### config.mk
export PLATFORM = sky130hd
export DESIGN_NAME = renkon_linebuf_stride
export DESIGN_NICKNAME = d
export VERILOG_FILES = /design/src/rtl/renkon_pkg.sv /design/src/rtl/mem_sp.sv /design/src/rtl/renkon_linebuf_stride.sv
export SDC_FILE = /design/constraint.sdc
export NUM_CORES = 2
export LEC_CHECK = 0
export CAP_MARGIN = 20
export CORE_UTILIZATION = 40
export CTS_BUF_LIST = sky130_fd_sc_hd__clkbuf_4
export DETAILED_ROUTE_END_ITERATION = 8
export DONT_BUFFER_PORTS = 1
export PLACE_DENSITY = 0.58
export SLEW_MARGIN = 30
export SYNTH_ARGS = -nofsm -noshare
export SYNTH_HDL_FRONTEND = slang
export SYNTH_SLANG_ARGS = --single-unit
### constraint.sdc
create_clock -name clk -period 5.3 [get_ports clk]
set_input_delay 1.06 -clock clk [delete_from_list [all_inputs] [get_ports clk]]
set_output_delay 1.06 -clock clk [all_outputs]
set_load 0.005 [all_outputs]
### src/rtl/renkon_pkg.sv
// Shared defaults, derived pad limit and FSM state type for the renkon datapath.
package renkon_pkg;

    localparam int unsigned DWIDTH_DEF = 16;
    localparam int unsigned LWIDTH_DEF = 10;
    localparam int unsigned MAXFIL_DEF = 5;
    localparam int unsigned MAXPAD     = (MAXFIL_DEF - 1) / 2;

    typedef enum logic [1:0] {
        S_WAIT  = 2'd0,
        S_SCAN  = 2'd1,
        S_DRAIN = 2'd2
    } state_t;

    // Largest symmetric pad usable with a filter of edge fil.
    function automatic int unsigned pad_of(input int unsigned fil);
        return (fil - 1) / 2;
    endfunction

endpackage

### src/rtl/mem_sp.sv
// Single-port line memory, registered read, write-first on a same-address write.
module mem_sp #(
    parameter int unsigned DWIDTH = 16,
    parameter int unsigned DEPTH  = 36,
    parameter int unsigned AW     = 6
) (
    input  logic                     clk,
    input  logic                     we,
    input  logic [AW-1:0]            addr,
    input  logic signed [DWIDTH-1:0] wdata,
    output logic signed [DWIDTH-1:0] rdata
);

    logic signed [DWIDTH-1:0] mem [DEPTH];

    always_ff @(posedge clk) begin
        if (we) begin
            mem[addr] <= wdata;
            rdata     <= wdata;
        end else begin
            rdata <= mem[addr];
        end
    end

endmodule

### src/rtl/renkon_linebuf_stride.sv
// Padded sliding-window line buffer emitting MAXFIL x MAXFIL windows only at
// stride-aligned positions; two-stage pipeline from scan position to window.
module renkon_linebuf_stride
    import renkon_pkg::*;
#(
    parameter int unsigned DWIDTH = DWIDTH_DEF,
    parameter int unsigned LWIDTH = LWIDTH_DEF,
    parameter int unsigned MAXFIL = MAXFIL_DEF,
    parameter int unsigned MAXIMG = 32,
    parameter int unsigned MAXSTR = 2
) (
    input  logic                     clk,
    input  logic                     xrst,
    input  logic                     buf_req,
    input  logic [LWIDTH-1:0]        img_size,
    input  logic [LWIDTH-1:0]        fil_size,
    input  logic [LWIDTH-1:0]        pad_size,
    input  logic [LWIDTH-1:0]        stride,
    input  logic signed [DWIDTH-1:0] buf_input,
    output logic                     buf_ack,
    output logic                     buf_ready,
    output logic                     buf_valid,
    output logic                     buf_last,
    output logic signed [DWIDTH-1:0] buf_output [MAXFIL*MAXFIL]
);

    localparam int unsigned FPAD  = pad_of(MAXFIL);
    localparam int unsigned DEPTH = MAXIMG + 2 * FPAD;
    localparam int unsigned CW    = $clog2(DEPTH + 1);
    localparam int unsigned AW    = $clog2(DEPTH);
    localparam int unsigned XW    = LWIDTH + 1;
    localparam int unsigned LSW   = $clog2(MAXFIL);
    localparam int unsigned SW    = $clog2(MAXSTR + 1);
    localparam int unsigned WN    = MAXFIL * MAXFIL;

    state_t state;
    state_t state_n;

    logic [CW-1:0]  row;
    logic [CW-1:0]  col;
    logic [LSW-1:0] lsel;
    logic [SW-1:0]  rph;
    logic [SW-1:0]  cph;
    logic           drain_cnt;

    logic [XW-1:0]  n_x;
    logic [XW-1:0]  f_x;
    logic [XW-1:0]  p_x;
    logic [XW-1:0]  s_x;
    logic [XW-1:0]  pdim;
    logic [XW-1:0]  row_x;
    logic [XW-1:0]  col_x;
    int             fil_i;

    logic           start_c;
    logic           scan_c;
    logic           row_last_c;
    logic           col_last_c;
    logic           in_img_c;
    logic           emit_c;
    logic           last_c;
    logic [SW-1:0]  rph_adv_c;
    logic [SW-1:0]  cph_adv_c;
    logic [LSW-1:0] lsel_adv_c;
    logic signed [DWIDTH-1:0] wdata_c;

    logic           scan1;
    logic           emit1;
    logic           last1;
    logic [LSW-1:0] lsel1;

    logic signed [DWIDTH-1:0] q      [MAXFIL];
    logic signed [DWIDTH-1:0] colv_c [MAXFIL];
    logic signed [DWIDTH-1:0] win_n  [WN];

    // Config zero-extended so every comparison happens at LWIDTH+1 bits.
    always_comb begin
        n_x   = XW'(img_size);
        f_x   = XW'(fil_size);
        p_x   = XW'(pad_size);
        s_x   = (stride == '0) ? XW'(1) : XW'(stride);
        pdim  = n_x + (p_x << 1);
        row_x = XW'(row);
        col_x = XW'(col);
        fil_i = int'(f_x);
    end

    // Position decode: image/pad, end of line/frame, window emission.
    always_comb begin
        row_last_c = (row_x == pdim - XW'(1));
        col_last_c = (col_x == pdim - XW'(1));
        in_img_c   = (row_x >= p_x) && (row_x < p_x + n_x) &&
                     (col_x >= p_x) && (col_x < p_x + n_x);
        emit_c     = scan_c && (row_x >= f_x - XW'(1)) && (col_x >= f_x - XW'(1)) &&
                     (rph == '0) && (cph == '0);
        // Last window: no further stride-aligned row or column fits in the frame.
        last_c     = emit_c && (row_x + s_x >= pdim) && (col_x + s_x >= pdim);
        buf_ready  = scan_c && in_img_c;
        wdata_c    = buf_ready ? buf_input : '0;
    end

    // Stride phase counters start wrapping once the first full window fits.
    always_comb begin
        if (row_x + XW'(1) < f_x) begin
            rph_adv_c = '0;
        end else if (XW'(rph) == s_x - XW'(1)) begin
            rph_adv_c = '0;
        end else begin
            rph_adv_c = rph + SW'(1);
        end
        if (col_x + XW'(1) < f_x) begin
            cph_adv_c = '0;
        end else if (XW'(cph) == s_x - XW'(1)) begin
            cph_adv_c = '0;
        end else begin
            cph_adv_c = cph + SW'(1);
        end
        lsel_adv_c = (lsel == LSW'(MAXFIL - 1)) ? '0 : lsel + LSW'(1);
    end

    always_ff @(posedge clk or negedge xrst) begin
        if (!xrst) begin
            state <= S_WAIT;
        end else begin
            state <= state_n;
        end
    end

    always_comb begin
        state_n = state;
        start_c = 1'b0;
        scan_c  = 1'b0;
        case (state)
            S_WAIT: begin
                if (buf_req) begin
                    state_n = S_SCAN;
                    start_c = 1'b1;
                end
            end
            S_SCAN: begin
                scan_c = 1'b1;
                if (row_last_c && col_last_c) begin
                    state_n = S_DRAIN;
                end
            end
            S_DRAIN: begin
                if (drain_cnt) begin
                    state_n = S_WAIT;
                end
            end
            default: state_n = S_WAIT;
        endcase
    end

    // Raster position, line rotation and stride phase.
    always_ff @(posedge clk or negedge xrst) begin
        if (!xrst) begin
            row       <= '0;
            col       <= '0;
            lsel      <= '0;
            rph       <= '0;
            cph       <= '0;
            drain_cnt <= 1'b0;
        end else begin
            drain_cnt <= (state == S_DRAIN) ? ~drain_cnt : 1'b0;
            if (start_c) begin
                row  <= '0;
                col  <= '0;
                lsel <= '0;
                rph  <= '0;
                cph  <= '0;
            end else if (scan_c) begin
                if (col_last_c) begin
                    col <= '0;
                    cph <= '0;
                    if (!row_last_c) begin
                        row  <= row + CW'(1);
                        rph  <= rph_adv_c;
                        lsel <= lsel_adv_c;
                    end
                end else begin
                    col <= col + CW'(1);
                    cph <= cph_adv_c;
                end
            end
        end
    end

    for (genvar k = 0; k < MAXFIL; k++) begin : g_line
        mem_sp #(
            .DWIDTH(DWIDTH),
            .DEPTH (DEPTH),
            .AW    (AW)
        ) u_line (
            .clk  (clk),
            .we   (scan_c && (lsel == LSW'(k))),
            .addr (AW'(col)),
            .wdata(wdata_c),
            .rdata(q[k])
        );
    end

    always_ff @(posedge clk or negedge xrst) begin
        if (!xrst) begin
            scan1 <= 1'b0;
            emit1 <= 1'b0;
            last1 <= 1'b0;
            lsel1 <= '0;
        end else begin
            scan1 <= scan_c;
            emit1 <= emit_c;
            last1 <= last_c;
            lsel1 <= lsel;
        end
    end

    // Window row i (top = 0) is padded row r-F+1+i, held F-1-i lines behind lsel.
    always_comb begin
        int idx;
        idx = 0;
        for (int i = 0; i < int'(MAXFIL); i++) begin
            colv_c[i] = '0;
            if (i < fil_i) begin
                idx = int'(lsel1) + int'(MAXFIL) - (fil_i - 1 - i);
                if (idx >= int'(MAXFIL)) begin
                    idx = idx - int'(MAXFIL);
                end
                colv_c[i] = q[LSW'(idx)];
            end
        end
    end

    // Left shift within the F x F region; new column enters at column F-1.
    always_comb begin
        for (int k = 0; k < int'(WN); k++) begin
            win_n[k] = '0;
        end
        for (int i = 0; i < int'(MAXFIL); i++) begin
            for (int j = 0; j < int'(MAXFIL) - 1; j++) begin
                if (j + 1 < fil_i) begin
                    win_n[int'(MAXFIL) * i + j] = buf_output[int'(MAXFIL) * i + j + 1];
                end
            end
            for (int j = 0; j < int'(MAXFIL); j++) begin
                if (j + 1 == fil_i) begin
                    win_n[int'(MAXFIL) * i + j] = colv_c[i];
                end
            end
        end
    end

    always_ff @(posedge clk or negedge xrst) begin
        if (!xrst) begin
            buf_ack   <= 1'b1;
            buf_valid <= 1'b0;
            buf_last  <= 1'b0;
            for (int k = 0; k < int'(WN); k++) begin
                buf_output[k] <= '0;
            end
        end else begin
            buf_ack   <= (state_n == S_WAIT);
            buf_valid <= emit1;
            buf_last  <= last1;
            if (scan1) begin
                for (int k = 0; k < int'(WN); k++) begin
                    buf_output[k] <= win_n[k];
                end
            end
        end
    end

endmodule

==> reports/qor.json <==
{
  "final.setup.tns_ns": 0,
  "yosys.cell_types.count": 91,
  "post-layout-total-power_mw": 63.7,
  "post-route-drc-count": 0,
  "clock_latency_on_the_worst_skew_pair_ns": 1.63,
  "cts_sink_cnt": 3317,
  "worstSetupEndpointType": "flop",
  "power-per-cell-area_nw_per_um2": 403,
  "htree_num_levels": 6,
  "tritoncts.num_buffers": 809,
  "crit_chain": "buf_12, mux4_2, nor2b_1, a211oi_1, a211oi_1, buf_4, a21oi_1, o21ai_0, inv_1, mux2_2, o22ai_1, a21oi_1, buf_4, o22ai_1",
  "fmax_mhz": 199,
  "cts_buffer_depth": 4,
  "mappedNetlistNets": 7898,
  "critical_path.slowest_cell": "sky130_fd_sc_hd__dfxtp_4",
  "synth_top_cell_area_share": 0.631,
  "vias": 79049,
  "swShare": 0.307,
  "regToRegSetupSlack_ns": 0.27,
  "grt_setup_unrepaired": "false",
  "grt.total_usage": 0.233,
  "synth-edff-count": 2880,
  "cts-root-buf": "sky130_fd_sc_hd__clkbuf_4",
  "tritoncts": "yes",
  "leading_area_contributor_after_synthesis": "sky130_fd_sc_hd__edfxtp_1",
  "first_pass_grt_wire_length_mm": 582,
  "worst-endpoint-required_ns": 6.72,
  "cap_viol_max_count": 0,
  "io_pins": 463,
  "post-place-ws_ns": -0.429,
  "synthesis.area_per_instance_um2": 17.8,
  "syn-cell-area_um2": 137000,
  "postLayoutSetupSlackWorst_ns": 0.275,
  "ys.warnings.count": 0,
  "num-nets-final": 8937,
  "worst_case_reg_to_reg_path_depth": 14,
  "dpl.cell_count": 12415,
  "drv_slew": 0,
  "floorplan.rows": 214,
  "netlist_top_cells_area": "sky130_fd_sc_hd__edfxtp_1 (63%), sky130_fd_sc_hd__mux4_2 (13%), sky130_fd_sc_hd__dfrtp_1 (7.9%)",
  "criticalPathCategory": "flop to flop",
  "timing.clock.skew_ns": 0.180,
  "power.clock.fraction": 0.326,
  "worst_rel_slew_slack": 0.229,
  "avgRoutedWirePerCell_um": 29.4,
  "drt-vias-per-instance": 5.70,
  "internal_portion_of_total_power_mw": 44.1,
  "drt_iter0_drc": 8237,
  "switchingPower_mw": 19.6,
  "area.growth.synth_to_final_pct": 15.3,
  "maximum_number_of_pins_on_one_net_before_global_route_repair": 432,
  "die_outline_area_um2": 345000,
  "pwr-share-seq": 0.453,
  "buffer_ports.inserted": 0,
  "die_h_um": 587,
  "layoutNonFillerInstCount": 13864,
  "worst_setup_path_start_kind": "flop",
  "hold_crit_path_type": "primary input to async pin",
  "min_period_ns": 5.03,
  "firstDrtPassIters": 8,
  "core_area_um2": 340000,
  "initial_utilization": 0.402,
  "ys_dominant_reg_cell": "sky130_fd_sc_hd__edfxtp_1",
  "finish.utilization": 0.464,
  "synthesis_stage_register_bit_count": 3317,
  "number_of_antenna_violations_at_the_first_check_in_global_routing": 15,
  "post-route-period-util": 0.948,
  "critPathArrivalTime_ns": 6.44,
  "number_of_global_route_vias_before_repair": 80699,
  "synth-async-reset-ratio": 0.130,
  "hpwlAfterDp_mm": 263,
  "final_weighted_congestion_in_routability_driven_placement": 0.918,
  "status": "complete, no violations",
  "final_setup_violating_endpoints": 0,
  "gr-total-overflow": 0,
  "drt_wl_total_mm": 408,
  "hold_violations": 0,
  "synth-seq-area-share": 0.711,
  "cpPeakStageDelay_ns": 0.61,
  "layout-drive-gt1-share": 0.316,
  "cellLeakagePower_nw": 60.4,
  "max-vdd-ir-drop_mv": 0.287,
  "worst_slew_pin_slew_ns": 1.15,
  "die_x_um": 587,
  "drtAntennaViolNets": 0,
  "power.share.combinational": 0.221,
  "crit_fanout": 41,
  "clkTransAtPathRegs_ns": 0.07,
  "synthesis.instances": 7687
}
[flip-flops by register name, summed over array words and instances (netlist names), named ones only]
register           cells
buf_last               1
cph                    2
drain_cnt              1
emit1                  1
buf_valid              1
col                    6
last1                  1
rph                    2
scan1                  1
g_line.u_line.mem   2880
buf_output           400
lsel1                  3
buf_ack                1
state                  2
lsel                   3
row                    6
[synth_stat cells (all sizes together) (12+ instances only)]
cell type and instances:
xor2 37, nand2b 50, edfxtp 2880, nor2 358, a21oi 280, o31ai 24, and2 24, ha 141
dfrtp 430, o211ai 23, o21a 24, nand4 39, nor4 17, buf 149, nand3 131, nand2 271
nor3b 12, and3 15, a2bb2oi 18, inv 324, clkbuf 303, o22ai 82, a31oi 29, mux2i 233
mux4 819, a21o 16, o21ai 367, o22a 15, nor3 30, xnor2 40, nor2b 155, a222oi 31
o221ai 37, a211oi 61, o32ai 16, mux2 67
[worst paths after layout]
kind | from | end
min | xrst | buf_output[42]
max reg2reg | flop | buf_output[328]
min in group clk | stride[8] | last1
max | flop | buf_output[328]
min reg2reg | emit1 | buf_valid
max in group asynchronous | xrst | buf_output[218]
[power groups by stage]
stage          registers (mW)  clock network [mW]  logic (mW)
2_1_floorplan            29.0                   0        7.91
3_3_place_gp             29.4                   0        13.9
3_5_place_dp             29.4                   0        13.9
4_1_cts                  28.8                21.3        14.0
5_1_grt                  28.8                22.5        14.7
6_report                 28.8                20.8        14.1
[logic make-up after synthesis]
| logic type | Yosys count | synth area share |
|---|---|---|
| buf+inv | 777 | 0.0223 |
| mux | 1119 | 0.157 |
| xor+xnor | 77 | 0.00506 |
| simple gates | 1142 | 0.0398 |
| flops | 3317 | 0.711 |
| compound gates | 1101 | 0.0500 |
| fa+ha+maj | 154 | 0.0146 |
[metal layers]
layer | vias to the layer above | wire (µm) | global-route usage | part of all wire
met1 | 41538 | 162000 | 0.303 | 0.40
met5 | - | 47 | 0 | 0.00012
met4 | 6 | 15900 | 0.0924 | 0.039
met3 | 687 | 31700 | 0.0508 | 0.078
li1 | 33306 | - | - | -
met2 | 3512 | 198000 | 0.382 | 0.49
[layout by cell type, fill, tap and decap left out, drive strengths merged, types with 31 or more instances in the layout]
cell type	n
o22ai	82
xnor2	40
clkbuf	1142
nor2b	155
dlygate4sd3	32
a222oi	31
inv	348
mux2i	233
nand2	271
mux4	819
buf	648
xor2	37
o221ai	37
mux2	67
dfrtp	430
o21ai	367
edfxtp	2880
nand3	131
clkinv	206
nor2	358
ha	141
nand2b	50
nand4	39
a21oi	280
a211oi	61
[area by class of cell]
type | instances | area [µm²]
fillers | 29195 | 182000
flip-flops and latches | 3317 | 97400
multi-input cells | 3593 | 37100
clock buffers | 1142 | 8570
repair buffers | 680 | 6380
well taps | 4536 | 5680
clock inverters | 255 | 1520
inverters | 325 | 1230
diodes | 16 | 40.0
[worst max-delay path: cells and delay by family (launching register included)]
| family | cells | cell delay [ns] |
|---|---|---|
| compound gates | 7 | 2.01 |
| buf+inv | 4 | 1.16 |
| simple gates | 1 | 0.17 |
| flops | 1 | 0.61 |
| mux | 2 | 0.79 |
[metrics by stage]
step	hold WS (ns)	instance area (µm²)
after floorplan	0.331	137000
after global placement	0.332	147000
after detailed placement	0.335	147000
after CTS	-1.05	158000
after global routing	0.0414	158000
final	0.107	158000
[repair_timing]
item | in CTS | in global routing
resized for setup | 4 | 0
hold endpoints to repair | 1682 | 299
hold buffers | 31 | 2
setup endpoints to repair | 1 | 0
buffers inserted | 1 | 0
(Power assumes the default switching activity.)
